==> src/rtl/pwm_lbus.sv <==
// Multi-channel PWM generator on the XT_LB low-speed bus. It has a shared prescaler and period counter,
// double-buffered period and duty registers, per-channel polarity, and a period-wrap interrupt.
module pwm_lbus #(
    parameter int         NUM_CH    = 4,
    parameter int         CNT_WIDTH = 16,
    parameter logic [7:0] BASE_ADDR = 8'd40
) (
    input  logic              clk,
    input  logic              rst,
    input  logic [7:0]        lb_addr,
    input  logic              lb_wen,
    input  logic              lb_ren,
    input  logic [31:0]       lb_wdata,
    output logic [31:0]       rdata,
    output logic [NUM_CH-1:0] pwm_out,
    output logic              irq
);

    localparam int         NUM_REGS = NUM_CH + 5;
    localparam logic [7:0] OFF_CTRL = 8'd0;
    localparam logic [7:0] OFF_PSC  = 8'd1;
    localparam logic [7:0] OFF_PER  = 8'd2;
    localparam logic [7:0] OFF_STAT = 8'(3 + NUM_CH);
    localparam logic [7:0] OFF_CNT  = 8'(4 + NUM_CH);

    logic [7:0]           off;
    logic                 hit;
    logic                 wr;
    logic                 wr_ctrl;
    logic                 update;
    logic                 en_rise;
    logic                 tick;
    logic                 wrap;
    logic                 reload;
    logic [31:0]          rd_word;
    logic                 unused;

    logic                 en;
    logic                 irq_en;
    logic [NUM_CH-1:0]    ch_en;
    logic [NUM_CH-1:0]    pol;
    logic [CNT_WIDTH-1:0] prescale;
    logic [CNT_WIDTH-1:0] period;
    logic [CNT_WIDTH-1:0] duty    [NUM_CH];
    logic [CNT_WIDTH-1:0] period_sh;
    logic [CNT_WIDTH-1:0] duty_sh [NUM_CH];
    logic [CNT_WIDTH-1:0] psc_cnt;
    logic [CNT_WIDTH-1:0] cnt;
    logic                 wrap_flag;

    assign off     = lb_addr - BASE_ADDR;
    assign hit     = (lb_addr >= BASE_ADDR) && (off < 8'(NUM_REGS));
    assign wr      = lb_wen && hit;
    assign wr_ctrl = wr && (off == OFF_CTRL);
    assign update  = wr_ctrl && lb_wdata[31];
    assign en_rise = wr_ctrl && lb_wdata[0] && !en;
    // The >= recovers at once if PRESCALE is lowered below the running count.
    assign tick    = en && (psc_cnt >= prescale);
    // UPDATE restarts the period, so a coincident wrap is dropped (no flag, no irq).
    assign wrap    = tick && (cnt == period_sh) && !update;
    assign reload  = wrap || en_rise || update;
    assign unused  = ^lb_wdata;

    always_ff @(posedge clk or posedge rst) begin
        if (rst) begin
            en       <= 1'b0;
            irq_en   <= 1'b0;
            ch_en    <= '0;
            pol      <= '0;
            prescale <= '0;
            period   <= '0;
            // NOTE: duty is a small flop array, not a RAM, so it is reset like any other register.
            for (int i = 0; i < NUM_CH; i++) duty[i] <= '0;
        end else begin
            if (wr_ctrl) begin
                en     <= lb_wdata[0];
                irq_en <= lb_wdata[1];
                ch_en  <= lb_wdata[8 +: NUM_CH];
                pol    <= lb_wdata[16 +: NUM_CH];
            end
            if (wr && off == OFF_PSC) prescale <= lb_wdata[CNT_WIDTH-1:0];
            if (wr && off == OFF_PER) period   <= lb_wdata[CNT_WIDTH-1:0];
            for (int i = 0; i < NUM_CH; i++) begin
                if (wr && off == 8'(3 + i)) duty[i] <= lb_wdata[CNT_WIDTH-1:0];
            end
        end
    end

    always_ff @(posedge clk or posedge rst) begin
        if (rst) begin
            psc_cnt <= '0;
            cnt     <= '0;
        end else if (!en || update) begin
            psc_cnt <= '0;
            cnt     <= '0;
        end else if (tick) begin
            psc_cnt <= '0;
            cnt     <= (cnt == period_sh) ? '0 : cnt + 1'b1;
        end else begin
            psc_cnt <= psc_cnt + 1'b1;
        end
    end

    // Shadows sample the active registers as they were before this edge.
    always_ff @(posedge clk or posedge rst) begin
        if (rst) begin
            period_sh <= '0;
            for (int i = 0; i < NUM_CH; i++) duty_sh[i] <= '0;
        end else if (reload) begin
            period_sh <= period;
            for (int i = 0; i < NUM_CH; i++) duty_sh[i] <= duty[i];
        end
    end

    always_ff @(posedge clk or posedge rst) begin
        if (rst) begin
            wrap_flag <= 1'b0;
            irq       <= 1'b0;
            pwm_out   <= '0;
        end else begin
            if (wrap)
                wrap_flag <= 1'b1;
            else if (wr && off == OFF_STAT && lb_wdata[0])
                wrap_flag <= 1'b0;
            irq <= wrap && irq_en;
            for (int i = 0; i < NUM_CH; i++)
                pwm_out[i] <= (en && ch_en[i] && (cnt < duty_sh[i])) ^ pol[i];
        end
    end

    always_comb begin
        // NOTE: default first so every path assigns rd_word and no latch is inferred.
        rd_word = '0;
        if (off == OFF_CTRL) begin
            rd_word[0]              = en;
            rd_word[1]              = irq_en;
            rd_word[8 +: NUM_CH]    = ch_en;
            rd_word[16 +: NUM_CH]   = pol;
        end else if (off == OFF_PSC) begin
            rd_word[CNT_WIDTH-1:0]  = prescale;
        end else if (off == OFF_PER) begin
            rd_word[CNT_WIDTH-1:0]  = period;
        end else if (off == OFF_STAT) begin
            rd_word[0]              = wrap_flag;
        end else if (off == OFF_CNT) begin
            rd_word[CNT_WIDTH-1:0]  = cnt;
        end
        for (int i = 0; i < NUM_CH; i++) begin
            if (off == 8'(3 + i)) rd_word[CNT_WIDTH-1:0] = duty[i];
        end
    end

    always_ff @(posedge clk or posedge rst) begin
        if (rst)
            rdata <= '0;
        else
            rdata <= (lb_ren && hit) ? rd_word : '0;
    end

endmodule

==> config.mk <==
export PLATFORM = sky130hd
export DESIGN_NAME = pwm_lbus
export DESIGN_NICKNAME = d
export VERILOG_FILES = /design/src/rtl/pwm_lbus.sv
export SDC_FILE = /design/constraint.sdc
export NUM_CORES = 1
export LEC_CHECK = 0
export BUFFER_PORTS_ARGS = -buffer_cell sky130_fd_sc_hd__buf_2
export CAP_MARGIN = 20
export CORE_UTILIZATION = 30
export CTS_CLUSTER_DIAMETER = 60
export DETAILED_ROUTE_END_ITERATION = 8
export GPL_TIMING_DRIVEN = 0
export SLEW_MARGIN = 10
export SYNTH_ARGS = -nofsm -noshare
export SYNTH_HDL_FRONTEND = slang
export SYNTH_SLANG_ARGS = --single-unit
==> constraint.sdc <==
create_clock -name clk -period 10.1 [get_ports clk]
set_clock_uncertainty 0.05 [all_clocks]
set_input_delay 1.515 -clock clk [delete_from_list [all_inputs] [get_ports clk]]
set_output_delay 1.515 -clock clk [all_outputs]
set_load 0.03 [all_outputs]
==> flow_summary.ini <==
[status]
status = finished, final reports clean

[sta]
hold_violations = 0
worst_pin_slew_ns = 1.07
period_minus_slack_ns = 4.15
drv_slew = 0
grt_setup_unrepaired = no
fin_crit_sh_pct = 41.1
slew_headroom_pct = 27.1
max_freq_mhz = 241
hold_slack_ns = 0.434
setup_viol = 0

[detailed_routing]
drc = 0
wl_per_cell_um = 20.0
ant_nets = 0
routed_wirelength_um = 36300
drt_iter0_drc = 744
vias_per_cell = 5.12
first_pass_iters = 5
vias = 9295

[final_layout]
fin_nets = 1375
final_util_pct = 35.3
final_cell_area_sq_mm = 0.0149
area_growth_pct = 15.6
regArea_sq_mm = 0.00611
n_fill_cell = 4246
fin_cells = 1814
drive_gt1_share_pct = 20.6
multi_input_area_sq_mm = 0.00616

[floorplanning]
core_region_area_sq_mm = 0.0422
start_util_pct = 30.6
fp.dieW_um = 209
pin_count = 81
dieArea_sq_mm = 0.0439
die_height_um = 209
row_count = 75

[global_routing]
grt_pass1_wl_um = 56800
grt_max_degree = 85
overflow = 0
antenna_found_initial = 3
grt_pass1_vias = 9260
globalRouteTotalUtil_pct = 16.9

[yosys]
ys_async_sr_fraction_pct = 100
netlist_area_sq_mm = 0.0129
ys_ff_latch = 244
seq_area_frac_synth_pct = 47.3
synth_ff_type = dfrtp_1
synth_cell_types = 64
netlist_instances = 1154
synth-edff-count = 0
avgSynthCellArea_sq_um = 11.2
ys_warn_count = 0

[worst_setup_path]
end_kind = flip-flop
regToRegSetupSlack_ns = 6.59
crit_path_max_fanout = 10
r2r_end = irq$_DFF_PP0_
worst_setup_path_start_kind = input port
crit_type = in -> reg
r2r_cells = 9
cp.arrival_ns = 4.53
cp_data_required_time_ns = 10.48
r2r-start = psc_cnt[2]$_DFF_PP0_

[placed_design]
dp.cells = 1760
gp_congestion = 0.873
place_area_sq_mm = 0.0140
io_buffers = 54
hpwl_um = 26700

[clocking]
clk_latency_ns = 0.54
h-tree-depth = 1
cts_root_buf = clkbuf_16
cts_made_buffers = 29
cts_setup_buffers = 0
cts.sinks = 244
cts_tree = done
cts_resized = 0
path_clk_slew_ns = 0.06
cts_hold_buffers = 0
clockBufferDepth = 3

[worst_hold_path]
worstHoldPathCells = 1
hold_path_class = reg -> reg
hold_end = duty_sh[6]$_DFFE_PP0P_
min_from = duty_sh[6]$_DFFE_PP0P_

[power]
irDropWorstVdd_uv = 123
finalPower_mw = 2.42
powerDensity_mw_per_mm2 = 162
power.leakage_nw = 7.08

[run]
drv_cap = 0
==> worst max path at each step <==
stage               startpoint                 endpoint  slack [ns]  cells past startpoint
floorplan                  rst     ch_en[0]$_DFFE_PP0N_        1.83                      1
global placement           rst  prescale[2]$_DFFE_PP0P_       -0.95                      2
detailed placement  lb_addr[3]     duty[32]$_DFFE_PP0P_        5.51                     10
CTS                 lb_addr[3]     duty[35]$_DFFE_PP0P_        6.09                     10
global route        lb_addr[0]       rdata[8]$_DFF_PP0_        5.85                      9
finish              lb_addr[0]   period[14]$_DFFE_PP0P_        5.95                      8
==> cell usage in the layout, fill, tap and decap left out, types with 11 or more instances in the layout <==
cell type  count
and3_1        13
ha_1          79
o21ai_0       67
buf_2         73
dfrtp_1      244
xnor2_1       23
o2bb2ai_1     15
nor4_1        14
nor2_1        41
nor2b_1       12
conb_1        12
a21oi_1       71
buf_4         15
clkbuf_1      33
a21o_1        24
nand4_1       12
nand3_1       16
inv_1         89
mux2_2        96
nand2_1       55
mux2_1        74
clkbuf_16     29
and2_1        11
==> layout make-up <==
class                      count  share of cell area (%)
clock buffer                  42                    5.66
inverter                      90                    2.31
buffer                        65                    2.33
timing repair buffer          56                    2.18
antenna                        1                  0.0168
sequential                   244                    40.9
clock inverter                11                   0.805
tap                          539                    4.52
multi-input combinational    766                    41.3
==> layer usage <==
layer	routed length (um)	track usage, %	up-vias
li1	-	-	4297
met1	17100	24.3	4620
met2	16000	26.1	286
met3	2000	2.33	86
met4	1150	5.43	6
met5	37	0	-
==> synthesized netlist by cell type (3+ instances only) <==
cell | instances | area share, %
o2bb2ai_1 | 15 | 1.0
xnor2_1 | 23 | 1.6
mux2_4 | 10 | 1.2
nor4_1 | 14 | 0.68
nor2_1 | 41 | 1.2
nor3_1 | 7 | 0.27
buf_4 | 15 | 0.87
o31ai_1 | 5 | 0.29
nand4_1 | 12 | 0.58
xor2_1 | 8 | 0.54
and3_1 | 13 | 0.63
o21ai_0 | 67 | 2.6
a21o_1 | 24 | 1.4
dfrtp_1 | 244 | 47
nand2_1 | 55 | 1.6
o211ai_1 | 3 | 0.17
mux2_2 | 96 | 8.4
o21a_1 | 8 | 0.47
o22ai_1 | 7 | 0.34
nor4b_1 | 8 | 0.54
buf_2 | 19 | 0.74
mux2i_1 | 10 | 0.78
mux2_1 | 74 | 6.5
clkbuf_1 | 27 | 0.79
inv_1 | 90 | 2.6
nand2b_1 | 7 | 0.34
a2111oi_0 | 5 | 0.34
a211oi_1 | 3 | 0.17
a22o_1 | 3 | 0.20
a21oi_1 | 71 | 2.8
a22oi_1 | 3 | 0.17
ha_1 | 79 | 7.7
and2_1 | 11 | 0.53
nor2b_1 | 12 | 0.58
a221oi_1 | 9 | 0.61
or3_1 | 5 | 0.24
nand3_1 | 16 | 0.62
==> kinds of logic (layout without fill, tap and decap cells) <==
logic type	Yosys count	after routing	synth area share, %
buffers and inverters	155	264	5.31
xor gates and xnor gates	31	31	2.10
muxes	190	190	16.8
other	1	13	0.0291
DFF	244	244	47.3
AOI/OAI and AO/OA	235	235	11.5
adders and majority gates	79	79	7.66
and+or+nand+nor	219	219	9.28
==> metrics by stage <==
stage / TNS (ns) / worst slack, ns
3_3_place_gp: -226.48 / -0.950
5_1_grt: 0 / 5.85
2_1_floorplan: 0 / 1.83
6_report: 0 / 5.95
3_5_place_dp: 0 / 5.51
4_1_cts: 0 / 6.09
==> flip-flops by register name, summed over array words and instances, names as in the netlist <==
| name | cells |
|---|---|
| prescale | 16 |
| cnt | 16 |
| irq | 1 |
| en | 1 |
| duty | 64 |
| period_sh | 16 |
| psc_cnt | 16 |
| wrap_flag | 1 |
| irq_en | 1 |
| pol | 4 |
| ch_en | 4 |
| period | 16 |
| pwm_out | 4 |
| rdata | 20 |
| duty_sh | 64 |
==> report_power, final <==
group | internal (mW) | switching, mW | leakage (nW)
Clock | 0.630 | 0.423 | 0.468
Combinational | 0.118 | 0.250 | 3.22
Sequential | 0.988 | 0.0113 | 3.40
==> critical path, stage by stage <==
cell and delay (ns):
buf_2 0.17, nor3_1 0.73, nor2_1 0.11, nor3_2 0.33, nand2_2 0.20, nor3_2 0.73, buf_4 0.35, mux2_2 0.36
(Power assumes the default switching activity.)
